==> src/rtl/ahb_to_sram_bridge_if.sv <==
// rtl/ahb_to_sram_bridge_if.sv - AHB-Lite slave bus plus single-port SRAM port bundle
interface ahb_to_sram_bridge_if #(
  parameter int AW = 15
);
  logic          HSEL;
  logic          HREADY;
  logic [1:0]    HTRANS;
  logic [2:0]    HSIZE;
  logic          HWRITE;
  logic [AW-1:0] HADDR;
  logic [31:0]   HWDATA;
  logic          HREADYOUT;
  logic          HRESP;
  logic [31:0]   HRDATA;
  logic [31:0]   SRAMRDATA;
  logic [AW-3:0] SRAMADDR;
  logic [3:0]    SRAMWEN;
  logic [31:0]   SRAMWDATA;
  logic          SRAMCS;

  modport slave (
    input  HSEL, HREADY, HTRANS, HSIZE, HWRITE, HADDR, HWDATA, SRAMRDATA,
    output HREADYOUT, HRESP, HRDATA, SRAMADDR, SRAMWEN, SRAMWDATA, SRAMCS
  );

  modport master (
    output HSEL, HREADY, HTRANS, HSIZE, HWRITE, HADDR, HWDATA, SRAMRDATA,
    input  HREADYOUT, HRESP, HRDATA, SRAMADDR, SRAMWEN, SRAMWDATA, SRAMCS
  );
endinterface

==> src/rtl/ahb_to_sram_bridge.sv <==
// rtl/ahb_to_sram_bridge.sv - zero-wait AHB-Lite to synchronous SRAM bridge
// Writes colliding with a read address phase park in a one-entry buffer; reads forward from it.
module ahb_to_sram_bridge #(
  parameter int AW = 15
) (
  input logic                 HCLK,
  input logic                 HRESETn,
  ahb_to_sram_bridge_if.slave bus
);
  logic          rd_ap, wr_ap;
  logic [3:0]    ap_mask;
  logic [AW-3:0] ap_word;
  logic [3:0]    fwd_mask;

  logic          wr_dp;
  logic [AW-3:0] dp_addr;
  logic [3:0]    dp_mask;
  logic          buf_pend;
  logic [AW-3:0] buf_addr;
  logic [3:0]    buf_mask;
  logic [31:0]   buf_data;
  logic [3:0]    rd_merge;

  assign rd_ap   = bus.HSEL & bus.HREADY & bus.HTRANS[1] & ~bus.HWRITE;
  assign wr_ap   = bus.HSEL & bus.HREADY & bus.HTRANS[1] & bus.HWRITE;
  assign ap_word = bus.HADDR[AW-1:2];

  always_comb begin
    ap_mask = 4'b1111;
    case (bus.HSIZE)
      3'd0:    ap_mask = 4'b0001 << bus.HADDR[1:0];
      3'd1:    ap_mask = bus.HADDR[1] ? 4'b1100 : 4'b0011;
      default: ap_mask = 4'b1111;
    endcase
  end

  always_comb begin
    fwd_mask = 4'b0000;
    if (buf_pend && (buf_addr == ap_word))
      fwd_mask = buf_mask;
    else if (wr_dp && (dp_addr == ap_word))
      fwd_mask = dp_mask;
  end

  // Read address phase always owns the SRAM; a write data phase then yields to the buffer.
  always_comb begin
    bus.SRAMCS   = 1'b0;
    bus.SRAMWEN  = 4'b0000;
    bus.SRAMADDR = '0;
    if (rd_ap) begin
      bus.SRAMCS   = 1'b1;
      bus.SRAMADDR = ap_word;
    end else if (wr_dp) begin
      bus.SRAMCS   = 1'b1;
      bus.SRAMWEN  = dp_mask;
      bus.SRAMADDR = dp_addr;
    end else if (buf_pend) begin
      bus.SRAMCS   = 1'b1;
      bus.SRAMWEN  = buf_mask;
      bus.SRAMADDR = buf_addr;
    end
  end

  assign bus.SRAMWDATA = wr_dp ? bus.HWDATA : buf_data;
  assign bus.HREADYOUT = 1'b1;
  assign bus.HRESP     = 1'b0;

  always_comb begin
    bus.HRDATA = bus.SRAMRDATA;
    for (int i = 0; i < 4; i++)
      if (rd_merge[i]) bus.HRDATA[8*i +: 8] = buf_data[8*i +: 8];
  end

  always_ff @(posedge HCLK or negedge HRESETn) begin
    if (!HRESETn) begin
      wr_dp    <= 1'b0;
      dp_addr  <= '0;
      dp_mask  <= 4'b0000;
      buf_pend <= 1'b0;
      buf_addr <= '0;
      buf_mask <= 4'b0000;
      buf_data <= 32'h0;
      rd_merge <= 4'b0000;
    end else begin
      if (bus.HREADY) begin
        wr_dp <= wr_ap;
        if (wr_ap) begin
          dp_addr <= ap_word;
          dp_mask <= ap_mask;
        end
      end
      if (rd_ap && wr_dp) begin
        buf_pend <= 1'b1;
        buf_addr <= dp_addr;
        buf_mask <= dp_mask;
        buf_data <= bus.HWDATA;
      end else if (!rd_ap && !wr_dp && buf_pend) begin
        buf_pend <= 1'b0;
      end
      rd_merge <= rd_ap ? fwd_mask : 4'b0000;
    end
  end

  // A buffered write is always followed by a read data phase, never a write one.
  assert property (@(posedge HCLK) disable iff (!HRESETn) !(wr_dp && buf_pend));
endmodule

==> src/flat_wrapper.sv <==
// flat-port wrapper written by rule: the top's interface ports become plain ports
module ahb_to_sram_bridge_flat 
#(
  parameter int AW = 15
)
  (HCLK, HRESETn, bus_HSEL, bus_HREADY, bus_HTRANS, bus_HSIZE, bus_HWRITE, bus_HADDR, bus_HWDATA, bus_SRAMRDATA, bus_HREADYOUT, bus_HRESP, bus_HRDATA, bus_SRAMADDR, bus_SRAMWEN, bus_SRAMWDATA, bus_SRAMCS);
  ahb_to_sram_bridge_if #(.AW(AW)) bus_i ();
  input logic HCLK;
  input logic HRESETn;
  input wire logic [$bits(bus_i.HSEL)-1:0] bus_HSEL;
  input wire logic [$bits(bus_i.HREADY)-1:0] bus_HREADY;
  input wire logic [$bits(bus_i.HTRANS)-1:0] bus_HTRANS;
  input wire logic [$bits(bus_i.HSIZE)-1:0] bus_HSIZE;
  input wire logic [$bits(bus_i.HWRITE)-1:0] bus_HWRITE;
  input wire logic [$bits(bus_i.HADDR)-1:0] bus_HADDR;
  input wire logic [$bits(bus_i.HWDATA)-1:0] bus_HWDATA;
  input wire logic [$bits(bus_i.SRAMRDATA)-1:0] bus_SRAMRDATA;
  output wire logic [$bits(bus_i.HREADYOUT)-1:0] bus_HREADYOUT;
  output wire logic [$bits(bus_i.HRESP)-1:0] bus_HRESP;
  output wire logic [$bits(bus_i.HRDATA)-1:0] bus_HRDATA;
  output wire logic [$bits(bus_i.SRAMADDR)-1:0] bus_SRAMADDR;
  output wire logic [$bits(bus_i.SRAMWEN)-1:0] bus_SRAMWEN;
  output wire logic [$bits(bus_i.SRAMWDATA)-1:0] bus_SRAMWDATA;
  output wire logic [$bits(bus_i.SRAMCS)-1:0] bus_SRAMCS;
  assign bus_i.HSEL = bus_HSEL;
  assign bus_i.HREADY = bus_HREADY;
  assign bus_i.HTRANS = bus_HTRANS;
  assign bus_i.HSIZE = bus_HSIZE;
  assign bus_i.HWRITE = bus_HWRITE;
  assign bus_i.HADDR = bus_HADDR;
  assign bus_i.HWDATA = bus_HWDATA;
  assign bus_i.SRAMRDATA = bus_SRAMRDATA;
  assign bus_HREADYOUT = bus_i.HREADYOUT;
  assign bus_HRESP = bus_i.HRESP;
  assign bus_HRDATA = bus_i.HRDATA;
  assign bus_SRAMADDR = bus_i.SRAMADDR;
  assign bus_SRAMWEN = bus_i.SRAMWEN;
  assign bus_SRAMWDATA = bus_i.SRAMWDATA;
  assign bus_SRAMCS = bus_i.SRAMCS;
  ahb_to_sram_bridge #(.AW(AW)) u_core (.HCLK(HCLK), .HRESETn(HRESETn), .bus(bus_i));
endmodule
==> config.mk <==
export PLATFORM = sky130hd
export DESIGN_NAME = ahb_to_sram_bridge_flat
export DESIGN_NICKNAME = d
export VERILOG_FILES = /design/src/rtl/ahb_to_sram_bridge_if.sv /design/src/rtl/ahb_to_sram_bridge.sv /design/src/flat_wrapper.sv
export SDC_FILE = /design/constraint.sdc
export NUM_CORES = 1
export LEC_CHECK = 0
export ABC_AREA = 0
export BUFFER_PORTS_ARGS = -buffer_cell sky130_fd_sc_hd__buf_2
export CORE_MARGIN = 2
export CORE_UTILIZATION = 37
export DETAILED_ROUTE_END_ITERATION = 8
export PLACE_DENSITY = 0.69
export SETUP_SLACK_MARGIN = 0.05
export SLEW_MARGIN = 20
export SYNTH_ARGS = -nofsm -noshare
export SYNTH_HDL_FRONTEND = slang
export SYNTH_SLANG_ARGS = --single-unit
export TNS_END_PERCENT = 50
==> constraint.sdc <==
create_clock -name HCLK -period 3.7 [get_ports HCLK]
set_input_delay 0.37 -clock HCLK [delete_from_list [all_inputs] [get_ports HCLK]]
set_output_delay 0.37 -clock HCLK [all_outputs]
set_load 0.05 [all_outputs]
==> summary.txt, run 1 <==
Synth
  – Flops & latches, synth: 72
  – Most common cell in the netlist: mux2_2
  – Post-Syn Instances: 349
  – Top cells by area, synth: dfrtp_1, mux2_2, xnor2_1, o21ai_0, and3_1
  – Count of cell types in the netlist: 31
  – Post-Syn Area: 4130 um2
  – Fraction of registers with async set or reset after synthesis: 100%
  – Synth warn: 0
  – Commonest register cell after synthesis: dfrtp_1
  – Area share of the largest cell type after synthesis: 43.6%
  – Net Count, Synth: 438
  – Synth Area per Inst: between 10 and 15 um2
  – Number of flops mapped to enable cells by yosys: 0
  – Cell taking the most area after synthesis: dfrtp_1
  – Seq/Total Area, Yosys: 43.6%
  – Synth cell count leaders: mux2_2, dfrtp_1, xnor2_1, o21ai_0, nand2_1

Timing
  – Final worst path period need: 2.50 ns
  – Measured slew at the worst slew-check pin: 0.891 ns
  – Worst clock skew: around 0.012 ns
  – F_max: 400 MHz
  – Max-slew violations: 0
  – Final number of hold-violating endpoints: 0
  – # setup viols final: 0
  – RSZ-0062 raised after global routing: no
  – Crit share post-route: 67.6%
  – Max_slew headroom: between 40% and 50%
  – Post-route setup TNS: 0 ns

CTS
  – Num CTS Buffers: 9
  – Htree depth: 3
  – Post-CTS Setup Bufs: 0
  – CTS root buffer: clkbuf_8
  – Worst-Skew Late Latency: between 0.3 and 0.4 ns
  – Longest Clk Path Bufs: 2
  – Clock sinks: 72
  – Gates resized, CTS repair: 0
  – Hold-fix buffers, CTS: 0
  – TritonCTS clock tree: yes
  – Worst-path clk slew: 0.08 ns

Floorplan
  – I/O pin cnt: 173
  – Core footprint: 10900 um2
  – Die width: 110 um
  – Die ar.: 12000 um2
  – Cell Rows: 38
  – Chip height: 110 um
  – Starting density of the core: 37.9%

Finish
  – Final net count: 598
  – Final Cell Area: between 5000 and 6000 um2
  – Final Util: 48.4%
  – Fin cells: 655
  – Fraction of layout cells with a size suffix above 1: between 60% and 70%
  – Layout area overhead: 27.4%

Critical path
  – FF-to-FF Start: u_core.wr_dp$_DFFE_PN0P_
  – CP Data Arrival Time: 2.13 ns
  – Reg-to-Reg End: u_core.buf_mask[3]$_DFFE_PN0P_
  – Setup crit end: bus_SRAMWEN[1]
  – R2r setup slk: around 1.6 ns
  – Crit path launch type: flop
  – Crit Path Category: reg -> out
  – Critical path peak fanout: 42
  – Crit path launch: u_core.wr_dp$_DFFE_PN0P_
  – R2R cell count: 3
  – Crit end category: output port
  – WP data required: 3.33 ns

GRT
  – First-pass GRT wire length: 15000 um
  – Tot GR Track Use: 16.3%
  – Gr ovfl total: 0
  – Initial antenna violation count: 1
  – Largest net degree at the start of global routing: 73
  – Vias in the first global route: 3111

Hold path
  – Worst hold path type: in -> async

Drt
  – DRC viols: 0
  – Vias: 3299
  – Final ANT Viol Nets: 0
  – Final WL: between 10000 and 15000 um
  – Drt pass-1 iters: 4
  – Drt wl/cell: between 15 and 20 um
  – First DRT Iteration DRCs: 102
  – Vias per inst: 5.04

Placed design
  – Dpl hpwl: 7250 um
  – Placer Congestion: ~0.79
  – IO Port Bufs: roughly 170
  – Placement Cell Area: 5080 um2
  – Placed cell count: 638

Power and ir drop
  – Total power: 2.42 mW
  – Comb power frac: 34.0%
  – PD cells: 460 nW/um2
  – Leak Pwr: 2.65 nW
  – Sequential share of power: a little over two fifths
  – Switching Fraction: 38.9%
  – Peak VDD IR: 0.186 mV
  – Net load switching power: about 940 uW
  – Internal: 1.48 mW
  – Clk network pwr share: 23.6%

Run status
  – Outcome: complete, no violations

Flow run
  – Max-cap viol count: 0
-- kinds of logic (layout without fill, tap and decap cells) --
group                    after synthesis  after routing  share of synthesized area, %
flip-flops                            72             72                          43.6
multiplexers                         126            126                          34.3
adder cells (fa/ha/maj)                1              1                         0.242
buffers and inverters                 26            191                          2.70
AND/OR/NAND/NOR                       51             51                          7.00
other                                  2              3                         0.182
XOR/XNOR                              26             26                          5.51
AO/OA/AOI/OAI                         45             45                          6.42
-- power groups by stage --
stage	clock, mW	combinational, mW	sequential [mW]
global placement	0	0.816	1.03
floorplan	0	0.638	1.01
global route	0.645	0.872	1.04
finish	0.572	0.822	1.03
detailed placement	0	0.827	1.04
CTS	0.596	0.830	1.02
-- area by class of cell --
type,instances,area (um2)
diodes,1,2.50
well taps,140,175
fillers,983,5620
clock buffers,10,138
multi-input cells,251,2220
repair buffers,173,878
flip-flops and latches,72,1800
inverters,2,7.51
clock inverters,6,42.5
-- per-layer routing --
metal | share of wire, % | vias to the layer above | global-route usage [%]
li1 | - | 1570 | -
met1 | 44 | 1596 | 20.2
met2 | 48 | 125 | 28.5
met3 | 7.0 | 8 | 3.38
met4 | 0.89 | 0 | 5.06
met5 | 0 | - | 0
-- critical path, stage by stage (launching register included) --
cell and delay (ns):
dfrtp_2 0.55, buf_4 0.51, nor2b_1 0.17, a22oi_1 0.21, nor2_1 0.07, buf_2 0.22
-- placed cells by master, fill, tap and decap left out, types with 4 or more instances in the layout --
cell,count
nand2_1,16
nand4_1,6
nor2_1,5
a32o_1,4
dfrtp_1,71
clkbuf_8,10
and3_1,13
xnor2_1,24
o21ai_0,18
a21oi_1,15
buf_4,5
a22oi_1,4
mux2_2,126
buf_2,168
-- state kept, by name (all words and copies together), names as in the netlist --
name             cells
u_core.buf_addr     13
u_core.rd_merge      4
u_core.dp_mask       4
u_core.buf_data     32
u_core.dp_addr      13
u_core.buf_mask      4
u_core.wr_dp         1
u_core.buf_pend      1
-- how the worst min path moves through the flow --
stage	from	endpoint	depth (start not counted)
floorplan	HRESETn	u_core.buf_addr[0]$_DFFE_PN0P_	0
global placement	u_core.buf_data[13]$_DFFE_PN0P_	u_core.buf_data[13]$_DFFE_PN0P_	1
detailed placement	u_core.buf_data[16]$_DFFE_PN0P_	u_core.buf_data[16]$_DFFE_PN0P_	1
CTS	HRESETn	u_core.dp_mask[1]$_DFFE_PN0P_	1
global route	HRESETn	u_core.dp_mask[1]$_DFFE_PN0P_	1
finish	HRESETn	u_core.dp_mask[1]$_DFFE_PN0P_	1
-- through the flow --
step,worst slack (ns),hold slack [ns]
floorplan,1.22,0.0744
global placement,1.51,0.504
detailed placement,1.48,0.512
CTS,1.17,0.187
global route,0.985,0.227
finish,1.20,0.155
Note: power is estimated with default switching activity, not from simulation.
==> inputs of run 2 (changes only) <==
Settings changed: ABC_AREA 0 to 1.
Clock period 3.7 ns to 2.45 ns, I/O delays scaled along.
==> run 2 against run 1 <==
Via count grew 27%. Sequential cell count unchanged. Power grew 69%. Worst setup slack got worse by 0.91 ns. Highest routed layer unchanged. Critical path type unchanged.
==> summary.txt, run 2 <==
Power and ir drop
  – Peak VDD IR: 0.275 mV (+48%)
  – PD cells: 740 nW/um2 (+61%)
  – Comb power frac: 30.1% (-3.9 points)
  – Sequential share of power: 36.6% (-5.8 points)
  – Switching Fraction: 36.2% (-2.7 points)
  – Clk network pwr share: 33.3% (+9.7 points)
  – Internal: 2.61 mW (+77%)
  – Leak Pwr: 3.00 nW (+13%)
  – Net load switching power: 1.48 mW (+57%)

Drt
  – Drt wl/cell: 12.1 um (-22%)
  – Final ANT Viol Nets: 0 (unchanged)
  – DRC viols: 0 (unchanged)
  – Vias per inst: 4.64 (-7.8%)
  – Drt pass-1 iters: 5 (+1)
  – First DRT Iteration DRCs: 254 (+150%)
  – Final WL: 10900 um (+6.9%)
  – Vias: 4178 (+27%)

Critical path
  – Crit end category: output port
  – Reg-to-Reg End: u_core.rd_merge[2]$_DFF_PN0_
  – Critical path peak fanout: 16 (-62%)
  – R2R cell count: 8 (+5)
  – Crit path cell chain: inv_2, nand2_2, o22ai_1, nand2_1, o21ai_0, buf_2
  – FF-to-FF Start: u_core.buf_pend$_DFFE_PN0P_
  – CP Data Arrival Time: 1.91 ns (-0.22 ns)
  – WP data required: 2.20 ns (-1.13 ns)
  – Crit Path Category: reg -> out
  – R2r setup slk: 0.93 ns (-0.71 ns)
  – Crit path launch type: flop
  – Slowest cell delay on critical path: 0.38 ns (-0.17 ns)
  – CP max stage cell: dfrtp_1

CTS
  – Worst-path clk slew: 0.05 ns (-0.03 ns)
  – Num CTS Buffers: 9 (unchanged)
  – Hold-fix buffers, CTS: 0 (unchanged)
  – TritonCTS clock tree: yes
  – Clock sinks: 72 (unchanged)
  – Worst-Skew Late Latency: 0.32 ns (-0.02 ns)
  – Longest Clk Path Bufs: 2 (unchanged)
  – Post-CTS Setup Bufs: 0 (unchanged)
  – Gates resized, CTS repair: 0 (unchanged)
  – CTS root buffer: clkbuf_16
  – Htree depth: 3 (unchanged)

Timing
  – Min Hold Slack: 0.0652 ns (-0.0895 ns)
  – Crit share post-route: 88.2%
  – Worst clock skew: 0.00730 ns (-0.00453 ns)
  – Post-route setup TNS: 0 ns (unchanged)
  – RSZ-0062 raised after global routing: no
  – Max-slew violations: 0 (unchanged)
  – Final number of hold-violating endpoints: 0 (unchanged)
  – # setup viols final: 0 (unchanged)
  – F_max: 463 MHz
  – Max_slew headroom: 39.1% (-1.5 points)
  – Measured slew at the worst slew-check pin: 0.913 ns (+0.0227 ns)
  – Final worst path period need: about 2.2 ns

Finish
  – Commonest non-fill, non-tap cells in the layout: nand2_1, buf_2, inv_1
  – Reg area: 1800 um2 (about the same)
  – Multi-input gate area in the final layout: 2010 um2 (-9.4%)
  – Top reg by flops: u_core.buf_data
  – Final net count: 841 (+41%)
  – Fraction of layout cells with a size suffix above 1: 31.4% (-31 points)
  – Largest register FFs: 32 (unchanged)
  – N_diodes: 0 (-1)
  – Layout area overhead: 28.9%
  – Top flop regs: u_core.buf_data (32), u_core.buf_addr (13), u_core.dp_addr (13)
  – # fillers: 1139 (+16%)
  – Commonest non-fill, non-tap cell in the layout: nand2_1

Floorplan
  – Die ar.: 12500 um2 (+3.8%)
  – Die width: 112 um (+1.9%)
  – Core footprint: 11400 um2 (+4.4%)
  – I/O pin cnt: 173 (unchanged)
  – Starting density of the core: 37.8% (-0.18 points)
  – Cell Rows: 39 (+2.6%)
  – Chip height: 112 um (+1.9%)

Synth
  – Fraction of registers with async set or reset after synthesis: 100% (unchanged)
  – Synth Area in Compound Gates: 17.0% (+11 points)
  – Synth warn: 0 (unchanged)
  – Flops & latches, synth: 72 (unchanged)
  – Mux share of post-synthesis cell area: 7.87% (-26 points)
  – Main combinational cell family by area after synthesis: simple AND/OR/NAND/NOR gates
  – Area share of the largest cell type after synthesis: 42.0% (-1.7 points)
  – Count of cell types in the netlist: 24 (-23%)
  – Commonest register cell after synthesis: dfrtp_1
  – Top cells by area, synth: dfrtp_1, nand2_1, mux2_2, o21ai_0, inv_1
  – Cell taking the most area after synthesis: dfrtp_1
  – Post-Syn Area: 4290 um2 (+3.9%)
  – Synth Area in Adders: 0% (-0.24 points)
  – Synth Area per Inst: 7.17 um2 (-39%)
  – Most common cell in the netlist: nand2_1
  – Synth Area in Simple Gates: 21.2% (+14 points)
  – Synth cell count leaders: nand2_1, inv_1, dfrtp_1, o21ai_0, o21ai_1
  – Post-Syn Instances: 599 (+72%)
  – Net Count, Synth: 688 (+57%)
  – Seq/Total Area, Yosys: 42.0% (-1.7 points)
  – Synth Area in XOR/XNOR: 0.408% (-5.1 points)
  – Number of flops mapped to enable cells by yosys: 0 (unchanged)

Placed design
  – IO Port Bufs: 169 (unchanged)
  – Placer Congestion: 0.792 (+0.32%)
  – Dpl hpwl: 8010 um (+10%)

GRT
  – Initial antenna violation count: 0 (-1)
  – Gr ovfl total: 0 (unchanged)
  – First-pass GRT wire length: 18100 um (+21%)
  – Vias in the first global route: 3850 (+24%)
  – Tot GR Track Use: 17.7% (+1.4 points)
  – Largest net degree at the start of global routing: 73 (unchanged)

Run status
  – Outcome: complete, no violations

Hold path
  – Worst hold path type: in -> async

Flow run
  – Max-cap viol count: 0 (unchanged)
[run 2: worst max path at each step]
stage,startpoint,end,slack [ns],depth (start not counted)
finish,u_core.wr_dp$_DFFE_PN0P_,bus_SRAMADDR[0],0.29,6
global route,u_core.wr_dp$_DFFE_PN0P_,bus_SRAMWDATA[17],0.13,5
CTS,u_core.wr_dp$_DFFE_PN0P_,bus_SRAMADDR[0],0.11,6
detailed placement,u_core.wr_dp$_DFFE_PN0P_,bus_SRAMADDR[0],0.46,6
global placement,u_core.wr_dp$_DFFE_PN0P_,bus_SRAMADDR[0],0.49,6
floorplan,u_core.wr_dp$_DFFE_PN0P_,bus_SRAMWDATA[28],0.26,5
[run 2: critical path, delay by kind of cell (launching register included)]
| family | cells | cell delay (ns) |
|---|---|---|
| AO/OA/AOI/OAI | 2 | 0.31 |
| buffers and inverters | 2 | 0.56 |
| flip-flops | 1 | 0.38 |
| AND/OR/NAND/NOR | 2 | 0.34 |
[run 2: logic make-up (layout without fill, tap and decap cells)]
family | Yosys count | in the layout
other cells | 2 | 2
buf+inv | 121 | 279
flops | 72 | 72
simple gates | 232 | 232
mux | 30 | 30
xor+xnor | 2 | 2
compound gates | 140 | 140
[run 2: stage by stage]
| step | area, um2 | util, % | setup WS [ns] | power, mW | cells |
|---|---|---|---|---|---|
| after global routing | 5530 | 48.7 | 0.128 | 4.35 | 900 |
| after global placement | 5210 | 45.8 | 0.487 | 2.74 | 884 |
| after detailed placement | 5210 | 45.8 | 0.463 | 2.76 | 884 |
| after CTS | 5530 | 48.7 | 0.106 | 4.15 | 900 |
| final | 5530 | 48.7 | 0.290 | 4.09 | 900 |
| after floorplan | 4290 | - | 0.262 | 2.42 | 599 |
[run 2: layout make-up]
cell class	count	share of cell area, %
clock buffer	14	5.13
clock inverter	2	0.633
inverter	88	5.97
multi-input combinational	406	36.3
sequential	72	32.6
tap	143	3.23
timing repair buffer	175	16.1
[run 2: layer usage]
layer | vias up | wire (um) | part of all wire (%) | GRT usage, %
met5 | - | 0 | 0 | 0
met3 | 6 | 772 | 7.1 | 3.70
met2 | 143 | 5070 | 47 | 29.4
met4 | 0 | 93 | 0.85 | 5.10
li1 | 2203 | - | - | -
met1 | 1826 | 4960 | 45 | 23.6
[run 2: power by group through the flow]
| stage | combinational [mW] | sequential [mW] | clock, mW |
|---|---|---|---|
| after floorplan | 0.940 | 1.48 | 0 |
| after global placement | 1.23 | 1.51 | 0 |
| after detailed placement | 1.25 | 1.51 | 0 |
| after CTS | 1.25 | 1.50 | 1.41 |
| after global routing | 1.36 | 1.52 | 1.47 |
| final | 1.23 | 1.50 | 1.36 |
